### config.mk
export PLATFORM = sky130hd
export DESIGN_NAME = rom_arbiter_flat
export DESIGN_NICKNAME = d
export VERILOG_FILES = /design/src/rtl/rom_arbiter_if.sv /design/src/rtl/rom_arbiter.sv /design/src/flat_wrapper.sv
export SDC_FILE = /design/constraint.sdc
export NUM_CORES = 1
export LEC_CHECK = 0
export ABC_AREA = 1
export CAP_MARGIN = 20
export CORE_ASPECT_RATIO = 1.75
export CORE_MARGIN = 2
export CORE_UTILIZATION = 33
export DETAILED_ROUTE_END_ITERATION = 10
export MAX_ROUTING_LAYER = met4
export PLACE_DENSITY = 0.8
export SLEW_MARGIN = 15
export SYNTH_ARGS = -nofsm -noshare
export SYNTH_HDL_FRONTEND = slang
export SYNTH_SLANG_ARGS = --single-unit
### constraint.sdc
create_clock -name clk -period 1.5 [get_ports clk]
set_input_delay 0.3 -clock clk [delete_from_list [all_inputs] [get_ports clk]]
set_output_delay 0.3 -clock clk [all_outputs]
set_load 0.005 [all_outputs]
### src/rtl/rom_arbiter_if.sv
// rom_arbiter_if
//   Bundles the two requester channels and the ROM port of rom_arbiter.
//   slave  : arbiter side (takes requests, drives responses and the ROM port).
//   master : environment side (requesters plus the ROM itself).
//   Port 0 = instruction fetch, port 1 = load/store.
//   pN_req_*  : valid/ready request channel, 30-bit word address (addr[31:2]).
//   pN_resp_* : valid/ready response channel, 32-bit data plus range error.
//   rom_re/rom_addr : ROM read strobe and word address; rom_rd : ROM data
//   (registered by the ROM on the falling clock edge).
interface rom_arbiter_if;
  logic        p0_req_valid;
  logic        p0_req_ready;
  logic [29:0] p0_req_addr;
  logic        p0_resp_valid;
  logic        p0_resp_ready;
  logic [31:0] p0_resp_data;
  logic        p0_resp_err;

  logic        p1_req_valid;
  logic        p1_req_ready;
  logic [29:0] p1_req_addr;
  logic        p1_resp_valid;
  logic        p1_resp_ready;
  logic [31:0] p1_resp_data;
  logic        p1_resp_err;

  logic        rom_re;
  logic [29:0] rom_addr;
  logic [31:0] rom_rd;

  modport slave (
    input  p0_req_valid, p0_req_addr, p0_resp_ready,
    input  p1_req_valid, p1_req_addr, p1_resp_ready,
    input  rom_rd,
    output p0_req_ready, p0_resp_valid, p0_resp_data, p0_resp_err,
    output p1_req_ready, p1_resp_valid, p1_resp_data, p1_resp_err,
    output rom_re, rom_addr
  );

  modport master (
    output p0_req_valid, p0_req_addr, p0_resp_ready,
    output p1_req_valid, p1_req_addr, p1_resp_ready,
    output rom_rd,
    input  p0_req_ready, p0_resp_valid, p0_resp_data, p0_resp_err,
    input  p1_req_ready, p1_resp_valid, p1_resp_data, p1_resp_err,
    input  rom_re, rom_addr
  );
endinterface

### src/rtl/rom_arbiter.sv
// rom_arbiter
//   Shares one single-read-port ROM between the fetch requester (port 0) and
//   the load/store requester (port 1). One transaction is in flight at a time:
//   IDLE (arbitrate/accept) -> ACCESS (ROM read) -> RESP (hold response until
//   consumed) -> IDLE. Word addresses >= WORDS skip the ROM and answer with
//   resp_err = 1, resp_data = 0.
// Parameters:
//   WORDS : ROM depth in 32-bit words (legal word addresses 0..WORDS-1).
// Ports:
//   clk   : clock, all state changes on the rising edge.
//   rst_n : synchronous active-low reset.
//   bus   : rom_arbiter_if.slave (both request/response channels + ROM port).
// Build option:
//   ROM_ARB_RR_EN defined   -> round-robin on simultaneous requests.
//   ROM_ARB_RR_EN undefined -> fixed priority, port 0 wins ties.
module rom_arbiter #(
  parameter int unsigned WORDS = 1024
) (
  input  logic          clk,
  input  logic          rst_n,
  rom_arbiter_if.slave  bus
);

  localparam logic [31:0] WORDS_W = 32'(WORDS);

  typedef enum logic [1:0] {
    IDLE   = 2'd0,
    ACCESS = 2'd1,
    RESP   = 2'd2
  } state_t;

  state_t      state;
  state_t      state_nxt;
  logic [29:0] addr_q;
  logic [31:0] data_q;
  logic        err_q;
  logic        owner_q;

`ifdef ROM_ARB_RR_EN
  logic        last_grant;
`endif

  logic        grant_vld;
  logic        grant_sel;
  logic [29:0] grant_addr;
  logic        in_range;
  logic        accept;
  logic        owner_ready;

  // Arbitration: a lone requester always wins; only ties consult the policy.
  always_comb begin
    grant_vld = bus.p0_req_valid | bus.p1_req_valid;
    if (bus.p0_req_valid && bus.p1_req_valid) begin
`ifdef ROM_ARB_RR_EN
      grant_sel = ~last_grant;
`else
      grant_sel = 1'b0;
`endif
    end else begin
      grant_sel = ~bus.p0_req_valid;
    end
    grant_addr = grant_sel ? bus.p1_req_addr : bus.p0_req_addr;
    in_range   = ({2'b00, grant_addr} < WORDS_W);
  end

  assign owner_ready = owner_q ? bus.p1_resp_ready : bus.p0_resp_ready;

  // Next state and all outputs.
  always_comb begin
    state_nxt         = state;
    accept            = 1'b0;
    bus.p0_req_ready  = 1'b0;
    bus.p1_req_ready  = 1'b0;
    bus.p0_resp_valid = 1'b0;
    bus.p1_resp_valid = 1'b0;
    bus.p0_resp_data  = '0;
    bus.p1_resp_data  = '0;
    bus.p0_resp_err   = 1'b0;
    bus.p1_resp_err   = 1'b0;
    bus.rom_re        = 1'b0;
    bus.rom_addr      = addr_q;

    case (state)
      IDLE: begin
        // Ready is held low while reset is asserted so nothing is accepted.
        if (rst_n && grant_vld) begin
          accept = 1'b1;
          if (grant_sel) bus.p1_req_ready = 1'b1;
          else           bus.p0_req_ready = 1'b1;
          state_nxt = in_range ? ACCESS : RESP;
        end
      end
      ACCESS: begin
        bus.rom_re = 1'b1;
        state_nxt  = RESP;
      end
      RESP: begin
        if (owner_q) begin
          bus.p1_resp_valid = 1'b1;
          bus.p1_resp_data  = data_q;
          bus.p1_resp_err   = err_q;
        end else begin
          bus.p0_resp_valid = 1'b1;
          bus.p0_resp_data  = data_q;
          bus.p0_resp_err   = err_q;
        end
        // Completion always returns to IDLE; a new grant needs a fresh cycle.
        if (owner_ready) state_nxt = IDLE;
      end
      default: state_nxt = IDLE;
    endcase
  end

  always_ff @(posedge clk) begin
    if (!rst_n) begin
      state   <= IDLE;
      addr_q  <= '0;
      data_q  <= '0;
      err_q   <= 1'b0;
      owner_q <= 1'b0;
`ifdef ROM_ARB_RR_EN
      last_grant <= 1'b1;
`endif
    end else begin
      state <= state_nxt;
      if (accept) begin
        addr_q  <= grant_addr;
        owner_q <= grant_sel;
        err_q   <= ~in_range;
        // Error responses carry zero data; the ROM is never touched.
        if (!in_range) data_q <= '0;
`ifdef ROM_ARB_RR_EN
        last_grant <= grant_sel;
`endif
      end
      // ROM output was registered on the falling edge inside ACCESS.
      if (state == ACCESS) begin
        data_q <= bus.rom_rd;
        err_q  <= 1'b0;
      end
    end
  end

  a_one_ready : assert property (@(posedge clk)
    !(bus.p0_req_ready && bus.p1_req_ready));

  a_one_resp : assert property (@(posedge clk)
    !(bus.p0_resp_valid && bus.p1_resp_valid));

  a_p0_hold : assert property (@(posedge clk) disable iff (!rst_n)
    (bus.p0_resp_valid && !bus.p0_resp_ready) |=>
      (bus.p0_resp_valid && $stable(bus.p0_resp_data)));

  a_p1_hold : assert property (@(posedge clk) disable iff (!rst_n)
    (bus.p1_resp_valid && !bus.p1_resp_ready) |=>
      (bus.p1_resp_valid && $stable(bus.p1_resp_data)));

endmodule
### src/flat_wrapper.sv
// flat-port wrapper written by rule: the top's interface ports become plain ports
module rom_arbiter_flat 
#(
  parameter int unsigned WORDS = 1024
)
  (clk, rst_n, bus_p0_req_valid, bus_p0_req_addr, bus_p0_resp_ready, bus_p1_req_valid, bus_p1_req_addr, bus_p1_resp_ready, bus_rom_rd, bus_p0_req_ready, bus_p0_resp_valid, bus_p0_resp_data, bus_p0_resp_err, bus_p1_req_ready, bus_p1_resp_valid, bus_p1_resp_data, bus_p1_resp_err, bus_rom_re, bus_rom_addr);
  rom_arbiter_if bus_i ();
  input  logic clk;
  input  logic rst_n;
  input wire logic [$bits(bus_i.p0_req_valid)-1:0] bus_p0_req_valid;
  input wire logic [$bits(bus_i.p0_req_addr)-1:0] bus_p0_req_addr;
  input wire logic [$bits(bus_i.p0_resp_ready)-1:0] bus_p0_resp_ready;
  input wire logic [$bits(bus_i.p1_req_valid)-1:0] bus_p1_req_valid;
  input wire logic [$bits(bus_i.p1_req_addr)-1:0] bus_p1_req_addr;
  input wire logic [$bits(bus_i.p1_resp_ready)-1:0] bus_p1_resp_ready;
  input wire logic [$bits(bus_i.rom_rd)-1:0] bus_rom_rd;
  output wire logic [$bits(bus_i.p0_req_ready)-1:0] bus_p0_req_ready;
  output wire logic [$bits(bus_i.p0_resp_valid)-1:0] bus_p0_resp_valid;
  output wire logic [$bits(bus_i.p0_resp_data)-1:0] bus_p0_resp_data;
  output wire logic [$bits(bus_i.p0_resp_err)-1:0] bus_p0_resp_err;
  output wire logic [$bits(bus_i.p1_req_ready)-1:0] bus_p1_req_ready;
  output wire logic [$bits(bus_i.p1_resp_valid)-1:0] bus_p1_resp_valid;
  output wire logic [$bits(bus_i.p1_resp_data)-1:0] bus_p1_resp_data;
  output wire logic [$bits(bus_i.p1_resp_err)-1:0] bus_p1_resp_err;
  output wire logic [$bits(bus_i.rom_re)-1:0] bus_rom_re;
  output wire logic [$bits(bus_i.rom_addr)-1:0] bus_rom_addr;
  assign bus_i.p0_req_valid = bus_p0_req_valid;
  assign bus_i.p0_req_addr = bus_p0_req_addr;
  assign bus_i.p0_resp_ready = bus_p0_resp_ready;
  assign bus_i.p1_req_valid = bus_p1_req_valid;
  assign bus_i.p1_req_addr = bus_p1_req_addr;
  assign bus_i.p1_resp_ready = bus_p1_resp_ready;
  assign bus_i.rom_rd = bus_rom_rd;
  assign bus_p0_req_ready = bus_i.p0_req_ready;
  assign bus_p0_resp_valid = bus_i.p0_resp_valid;
  assign bus_p0_resp_data = bus_i.p0_resp_data;
  assign bus_p0_resp_err = bus_i.p0_resp_err;
  assign bus_p1_req_ready = bus_i.p1_req_ready;
  assign bus_p1_resp_valid = bus_i.p1_resp_valid;
  assign bus_p1_resp_data = bus_i.p1_resp_data;
  assign bus_p1_resp_err = bus_i.p1_resp_err;
  assign bus_rom_re = bus_i.rom_re;
  assign bus_rom_addr = bus_i.rom_addr;
  rom_arbiter #(.WORDS(WORDS)) u_core (.clk(clk), .rst_n(rst_n), .bus(bus_i));
endmodule
==> flow_metrics.env <==
export IMPL_drive_above_1_share_pct=46.5
export IMPL_fmax_mhz=514
export IMPL_synth_avg_cell_area_um2=6.33
export IMPL_worst_slack_ps=-446
export IMPL_r2r_slack_ps=-220
export IMPL_syn_nets=598
export IMPL_gp_congestion=0.782
export IMPL_cts_sinks=66
export IMPL_drt_initial_drc_count=240
export IMPL_ys_seq_area_share_pct=41.7
export IMPL_min_from="bus_p1_req_addr[10]"
export IMPL_ys_ff_latch=66
export IMPL_fin_skew_ps=11.8
export IMPL_nNetsFinal=875
export IMPL_power_density_nw_per_um2=695
export IMPL_core_area_um2=9410
export IMPL_crit_fanout=17
export IMPL_die_area_um2=10400
export IMPL_r2r_end="u_core.data_q[27]"
export IMPL_yosys_warnings=0
export IMPL_dpl_hpwl_mm=8.21
export IMPL_synthDominantCellAreaShare_pct=41.7
export IMPL_timing_slew_headroom_pct=63.0
export IMPL_pin_count=199
export IMPL_postSynthCellCount=500
export IMPL_reg2reg_depth=11
export IMPL_antenna_found_initial=0
export IMPL_ir_worst_vdd_v=0.000705
export IMPL_grt_use_total_pct=27.9
export IMPL_min_to="u_core.bus.rom_addr[10]"
export IMPL_r2r_start="u_core.state[1]"
export IMPL_cts_buffer_depth=2
export IMPL_portBuffers=198
export IMPL_gr_total_overflow=0
export IMPL_setup_violations=107
export IMPL_dr_total_vias=4668
export IMPL_ys_flop_type="dfxtp_1"
export IMPL_max_stage_delay_ps=350
export IMPL_wl_per_cell_um=19.1
export IMPL_finalMaxSlewViolations=0
export IMPL_rsz0062_at_grt="yes"
export IMPL_crit_chain="inv_2 -> nor2_4 -> inv_1 -> or2_4 -> buf_16 -> nor2_1 -> clkdlybuf4s15_2"
export IMPL_dpl_cell_count=818
export IMPL_status="finished, violations left"
export IMPL_whs_ps=400
export IMPL_synth_area_top_cells="dfxtp_1, nand2_1, nor2_1"
export IMPL_insertion_delay_ps=330
export IMPL_cts_tree="done"
export IMPL_synthArstFlopShare_pct=0
export IMPL_hold_viol_final=0
export IMPL_p_leak_nw=3.41
export IMPL_die_x_um=78.1
export IMPL_drc=0
export IMPL_ys_types=21
export IMPL_antenna_cells=0
export IMPL_worstSetupStartpointType="flip-flop"
export IMPL_fp_dieH_um=134
export IMPL_clkTransAtPathRegs_ps=60
export IMPL_cp_end_kind="output pin"
export IMPL_detail_route_antenna_nets=0
export IMPL_crit_type="reg2out"
export IMPL_area_growth_syn_to_layout_pct=134
export IMPL_num_rows=47
export IMPL_hold_class="in2reg"
export IMPL_violations="negative setup slack"
export IMPL_maxCapViolations=0
export IMPL_cts_buffers=9
export IMPL_yosysMostFrequentCell="nand2_1"
export IMPL_grt_pass1_vias=4533
export IMPL_max_slew_worst_pin_slew_ps=555
export IMPL_cp_arrival_ps=1650
export IMPL_final_cells=904
export IMPL_design_area_um2=7410
export IMPL_yosys_area_top_type="dfxtp_1"
export IMPL_ctsHoldBuffers=0
export IMPL_grt_start_max_net_pins=34
export IMPL_cts_max_level=3
export IMPL_holdPathStages=5
export IMPL_drt_pass1_iter_count=5
export IMPL_synth_edff_count=0
export IMPL_power_mw=5.15
export IMPL_grt_first_pass_wirelength_mm=22.2
export IMPL_place_area_um2=5460
export IMPL_root_buffer="clkbuf_16"
export IMPL_ys_top_cells_by_count="nand2_1, nor2_1, dfxtp_1, inv_1, nand3_1"
export IMPL_routed_wl_mm=17.3
export IMPL_netlist_area_um2=3170
export IMPL_initial_utilization_pct=33.7
export IMPL_post_route_min_period_ps=1950
export IMPL_required_ps=1200
export IMPL_via_per_inst=5.16
export IMPL_fin_crit_sh_pct=130
export IMPL_cp_slowest_cell="dfxtp_2"
power by group:
part           internal [mW]  switching (mW)
registers               1.84          0.0515
clock network           1.16           0.735
logic                  0.772           0.594
worst max path at each step:
stage                startpoint              endpoint  cells past startpoint
3_5_place_dp   bus_p0_req_valid     u_core.data_q[31]                     12
4_1_cts         u_core.state[1]  bus_p0_resp_data[17]                      7
3_3_place_gp   bus_p0_req_valid     u_core.data_q[14]                     12
2_1_floorplan   u_core.state[1]  bus_p0_resp_data[22]                      7
5_1_grt         u_core.state[1]  bus_p0_resp_data[27]                      7
6_report        u_core.state[1]  bus_p0_resp_data[27]                      7
sequential cells by signal (all words and copies together), names as in the netlist:
name                 cells
u_core.data_q           32
u_core.bus.rom_addr     30
u_core.state             2
u_core.err_q             1
u_core.owner_q           1
logic make-up after synthesis:
logic type,synth area share (%)
AND/OR/NAND/NOR,34.1
AO/OA/AOI/OAI,13.4
buffers and inverters,10.7
flip-flops,41.7
routing by layer:
metal / routed length, um / track usage (%) / up-vias
met2: 9810 / 52.9 / 232
met3: 829 / 5.42 / 84
met1: 5680 / 26.2 / 2223
met5: 0 / - / -
met4: 977 / 13.3 / 0
li1: - / - / 2129
what timing repair did:
item	4_1_cts	5_1_grt
gates resized for setup	398	221
buffers inserted	47	20
pin swaps	38	90
setup endpoints to repair	133	153
gates cloned	13	3
cells in the final DEF, fill, tap and decap left out, drive strengths merged:
| cell | count |
|---|---|
| buf | 163 |
| nand2 | 144 |
| nor2 | 84 |
| clkdlybuf4s50 | 74 |
| dfxtp | 66 |
| dlymetal6s2s | 46 |
| inv | 42 |
| nand3 | 38 |
| o21ai | 36 |
| a21oi | 35 |
| clkbuf | 19 |
| a31oi | 10 |
| clkinv | 7 |
| dlygate4sd2 | 6 |
| clkdlybuf4s15 | 6 |
| or2 | 4 |
| nor3 | 1 |
| o22ai | 1 |
cell type report:
cell class	instances	area, um^2
clock inverters	3	15.0
multi-input cells	353	2370
repair buffers	301	3090
inverters	46	194
fillers	584	2000
well taps	122	153
clock buffers	13	250
flip-flops and latches	66	1330
worst max-delay path, delay by kind of cell, from the launching register on:
family	cells	cell delay, ps
and+or+nand+nor	3	470
DFF	1	350
buffers and inverters	4	480
stage by stage:
stage | setup slack [ps] | util, % | setup TNS (ps)
after global placement | -798 | 58.1 | -54910
after global routing | -520 | 78.7 | -36180
after CTS | -377 | 70.5 | -26390
after floorplan | 15.0 | - | 0
after detailed placement | -834 | 58.1 | -59220
final | -446 | 78.7 | -30510
Note: power is estimated with default switching activity, not from simulation.
==> RTL change 1: new RTL, config.mk and constraints unchanged <==
The 3 states of `state_t` get a one-hot encoding in 3 bits.
--- a/src/rtl/rom_arbiter.sv
+++ b/src/rtl/rom_arbiter.sv
@@ -24,8 +24,8 @@
   localparam logic [31:0] WORDS_W = 32'(WORDS);
 
-  typedef enum logic [1:0] {
-    IDLE   = 2'd0,
-    ACCESS = 2'd1,
-    RESP   = 2'd2
+  typedef enum logic [2:0] {
+    IDLE   = 3'b001,
+    ACCESS = 3'b010,
+    RESP   = 3'b100
   } state_t;
 
Function: same outputs for any inputs over 10 cycles, from zero or initial values and one cycle with rst_n low; not proved beyond that.
==> RTL change 1 against the unedited design <==
  * The flow still finishes with violations (negative setup slack)
  * Final area is 6.4% higher
  * Die area grew 6.6%
  * Sequential cell count up 1
  * Routed wire length increased by 19%
  * Area after synthesis grew 6.9%
  * Worst setup slack lost 0.057 ns
  * Non-clock buffer count grew 40
  * Count of clock-buffer cells in the layout decreased by 2
  * Combinational power rose by 12%
  * Total power is 14% higher
  * Highest routed layer unchanged
==> RTL change 1: results (changes against the unedited design) <==
status=finished, violations left; failing checks=negative setup slack; initial DRC count=348 (+45%); hold endpoint=u_core.bus.rom_addr[26]; worst hold path depth=3 (-2); Setup-failing EPs final=113 (+5.6%); Area contributors post-synth=dfxtp_1 40%, nand2_1 16%, nor2_1 9.1%; Cells after DPL=826 (+0.98%); Switching Fraction=27.4% (+0.58 points); Worst path slowest cell=dfxtp_4; layout cells sized above 1=52.8% (+6.3 points); Filler cells=557 (-4.6%); Worst Tran Pin Value=0.585 ns (+0.0290 ns); Leak=3.61 nW (+5.7%); worst hold start=bus_p0_req_addr[26]; Tot GR Track Use=33.2% (+5.3 points); CP Max Fanout=9 (-8); vias in the first global route=5,138 (+13%); NetSw=0.00160 W (+16%); DP Area=5700 um2 (+4.3%); largest net degree at the start of global routing=35 (+2.9%); Worst Clk Skew=0.0122 ns (+0.000475 ns); P_comb=0.00153 W (+12%); vias per inst=5.45 (+5.5%); Critical Path Start=u_core.state[0]; Seq pwr share=33.3% (-3.4 points); period utilisation layout=134% (+3.8 points); worst setup margin=-0.503 ns (-0.0574 ns); TNS Setup=-32.55 ns (-2.04 ns); post-DP HPWL=8950 um (+9.0%); via count=5,157 (+10%); Reg2Reg Capture Point=u_core.data_q[10]; Distinct cells, synth=24 (+14%); VDD IR max=0.992 mV (+41%); count of nets after finishing=915 (+4.6%); slowest stage delay, CP=0.36 ns; pre-CTS WS=-0.812 ns (+0.0221 ns); post-synthesis instance total=499 (-0.20%); syn nets=597 (-0.17%); post-synthesis sequential area ratio=39.6% (-2.1 points); most instantiated cells after synthesis=145 x nand2_1, 82 x nor2_1, 67 x dfxtp_1; per-cell routed wire length=21.8 um (+14%)
==> RTL change 1: cell type report <==
| cell class | count | area (um2) | share of cell area, % |
|---|---|---|---|
| repair buffers | 341 | 3350 | 42.4 |
| clock inverters | 5 | 75.1 | 0.952 |
| inverters | 44 | 190 | 2.41 |
| flip-flops and latches | 67 | 1350 | 17.1 |
| clock buffers | 11 | 253 | 3.21 |
| multi-input cells | 354 | 2510 | 31.9 |
| well taps | 125 | 156 | 1.98 |
==> RTL change 1: what timing repair did <==
action / in CTS / in global routing
setup endpoints to repair: 137 / 145
buffers inserted: 82 / 15
gates cloned: 18 / 3
pin swaps: 93 / 65
gates resized for setup: 482 / 205
hold buffers: 0 / 0
==> RTL change 1: cells by family after synthesis <==
kind of cell | share of synthesized area, %
simple gates | 36.9
compound gates | 13.5
buf+inv | 9.98
flops | 39.6
==> RTL change 1: layer usage <==
metal	global-route usage [%]	part of all wire (%)
met4	27.0	9.6
met1	29.5	30
met5	-	0
met3	6.51	6.8
met2	59.5	53
==> RTL change 2: new RTL, same settings <==
Without the edit above. `WORDS` is set to 1024 in 2 places; all go to 512.
--- a/src/rtl/rom_arbiter.sv
+++ b/src/rtl/rom_arbiter.sv
@@ -15,5 +15,5 @@
 //   ROM_ARB_RR_EN undefined -> fixed priority, port 0 wins ties.
 module rom_arbiter #(
-  parameter int unsigned WORDS = 1024
+  parameter int unsigned WORDS = 512
 ) (
   input  logic          clk,
--- a/src/flat_wrapper.sv
+++ b/src/flat_wrapper.sv
@@ -2,5 +2,5 @@
 module rom_arbiter_flat 
 #(
-  parameter int unsigned WORDS = 1024
+  parameter int unsigned WORDS = 512
 )
   (clk, rst_n, bus_p0_req_valid, bus_p0_req_addr, bus_p0_resp_ready, bus_p1_req_valid, bus_p1_req_addr, bus_p1_resp_ready, bus_rom_rd, bus_p0_req_ready, bus_p0_resp_valid, bus_p0_resp_data, bus_p0_resp_err, bus_p1_req_ready, bus_p1_resp_valid, bus_p1_resp_data, bus_p1_resp_err, bus_rom_re, bus_rom_addr);
Check against the original RTL: not equivalent (a bounded check fails within 4 cycles, from zero or initial values and one cycle with rst_n low).
==> RTL change 2 against the unedited design <==
  * The flow still finishes with violations (negative setup slack)
  * Largest power group is now clock
  * Total power is 1.1% higher
  * Area after synthesis is 9.8% higher
  * Clock skew is 0.0064 ns lower
  * Hold slack worse by 0.059 ns
  * Sequential cell count stayed put
  * Largest cell class unchanged
  * Final area is 2.7% lower
  * Critical path depth stayed put
  * Routed wire length is 8.5% lower
  * Worst setup slack better by 0.12 ns
==> RTL change 2: results (changes against the unedited design) <==
Worst Tran Pin Value=0.559 ns (+0.00355 ns); count of nets after finishing=877 (+0.23%); Area contributors post-synth=dfxtp_1 38%, nand2_1 16%, nor2_1 9.1%; first-pass GRT wire length=20,600 um (-7.0%); VDD IR max=0.631 mV (-10%); routability cong.=0.839 (+7.2%); status=finished, violations left; layout cells sized above 1=42.3% (-4.2 points); Setup-failing EPs final=105 (-1.9%); Worst Clk Skew=0.00538 ns (-0.00638 ns); worst setup margin=-0.323 ns (+0.123 ns); Cells after DPL=834 (+2.0%); Leak=3.38 nW (-0.80%); via count=4,564 (-2.2%); syn nets=605 (+1.2%); Tot GR Track Use=24.2% (-3.7 points); CP Max Fanout=8 (-9); Worst path slowest cell=dfxtp_4; Distinct cells, synth=24 (+14%); worst flop-to-flop path startpoint=u_core.state[0]; pre-CTS WS=-0.786 ns (+0.0477 ns); vias per inst=5.01 (-3.0%); failing checks=negative setup slack; post-synthesis sequential area ratio=38.0% (-3.7 points); postcts setup bufs=50 (+6.4%); post-synthesis instance total=507 (+1.4%)
[RTL change 2: changes by cell type in the layout (fill, tap and decap cells not counted), sizes merged, moves of 5 or more]
cell	unedited run	this run
dlygate4sd2	6	23
buf	163	126
clkbuf	19	38
clkdlybuf4s50	74	67
inv	42	47
[RTL change 2: area by class of cell]
cell class,count,area (um2)
Clock buffer,10,229
Clock inverter,6,57.6
Fill cell,761,3100
Inverter,50,198
Multi-Input combinational cell,356,2290
Sequential cell,66,1330
Tap cell,127,159
Timing Repair Buffer,296,2940
[RTL change 2: worst max path at each step]
stage,slack [ns],cells past startpoint,to
after floorplan,-0.03,14,u_core.state[1]
after global placement,-0.70,13,u_core.data_q[30]
after detailed placement,-0.79,13,u_core.data_q[30]
after CTS,-0.38,8,bus_p1_resp_data[23]
after global routing,-0.38,8,bus_p1_resp_data[29]
final,-0.32,7,bus_p1_resp_data[18]
[RTL change 2: logic make-up (layout without fill, tap and decap cells)]
logic type | after synthesis | after routing | share of synthesized area [%]
AO/OA/AOI/OAI | 78 | 78 | 14.6
flip-flops | 66 | 66 | 38.0
AND/OR/NAND/NOR | 278 | 278 | 36.3
buffers and inverters | 85 | 362 | 11.1
[RTL change 2: power breakdown]
group          internal (W)  switching [W]  total (W)  leakage, nW
logic              0.000737       0.000555    0.00129         2.70
clock network       0.00127       0.000752    0.00203        0.142
registers           0.00184      0.0000483    0.00189        0.541
total               0.00385        0.00135    0.00520         3.38
[RTL change 2: metal layers]
| metal | GRT usage (%) | vias up | part of all wire [%] |
|---|---|---|---|
| li1 | - | 2137 | - |
| met1 | 22.6 | 2168 | 32 |
| met2 | 44.6 | 214 | 57 |
| met3 | 4.73 | 45 | 6.5 |
| met4 | 12.3 | 0 | 3.9 |
| met5 | - | - | 0 |
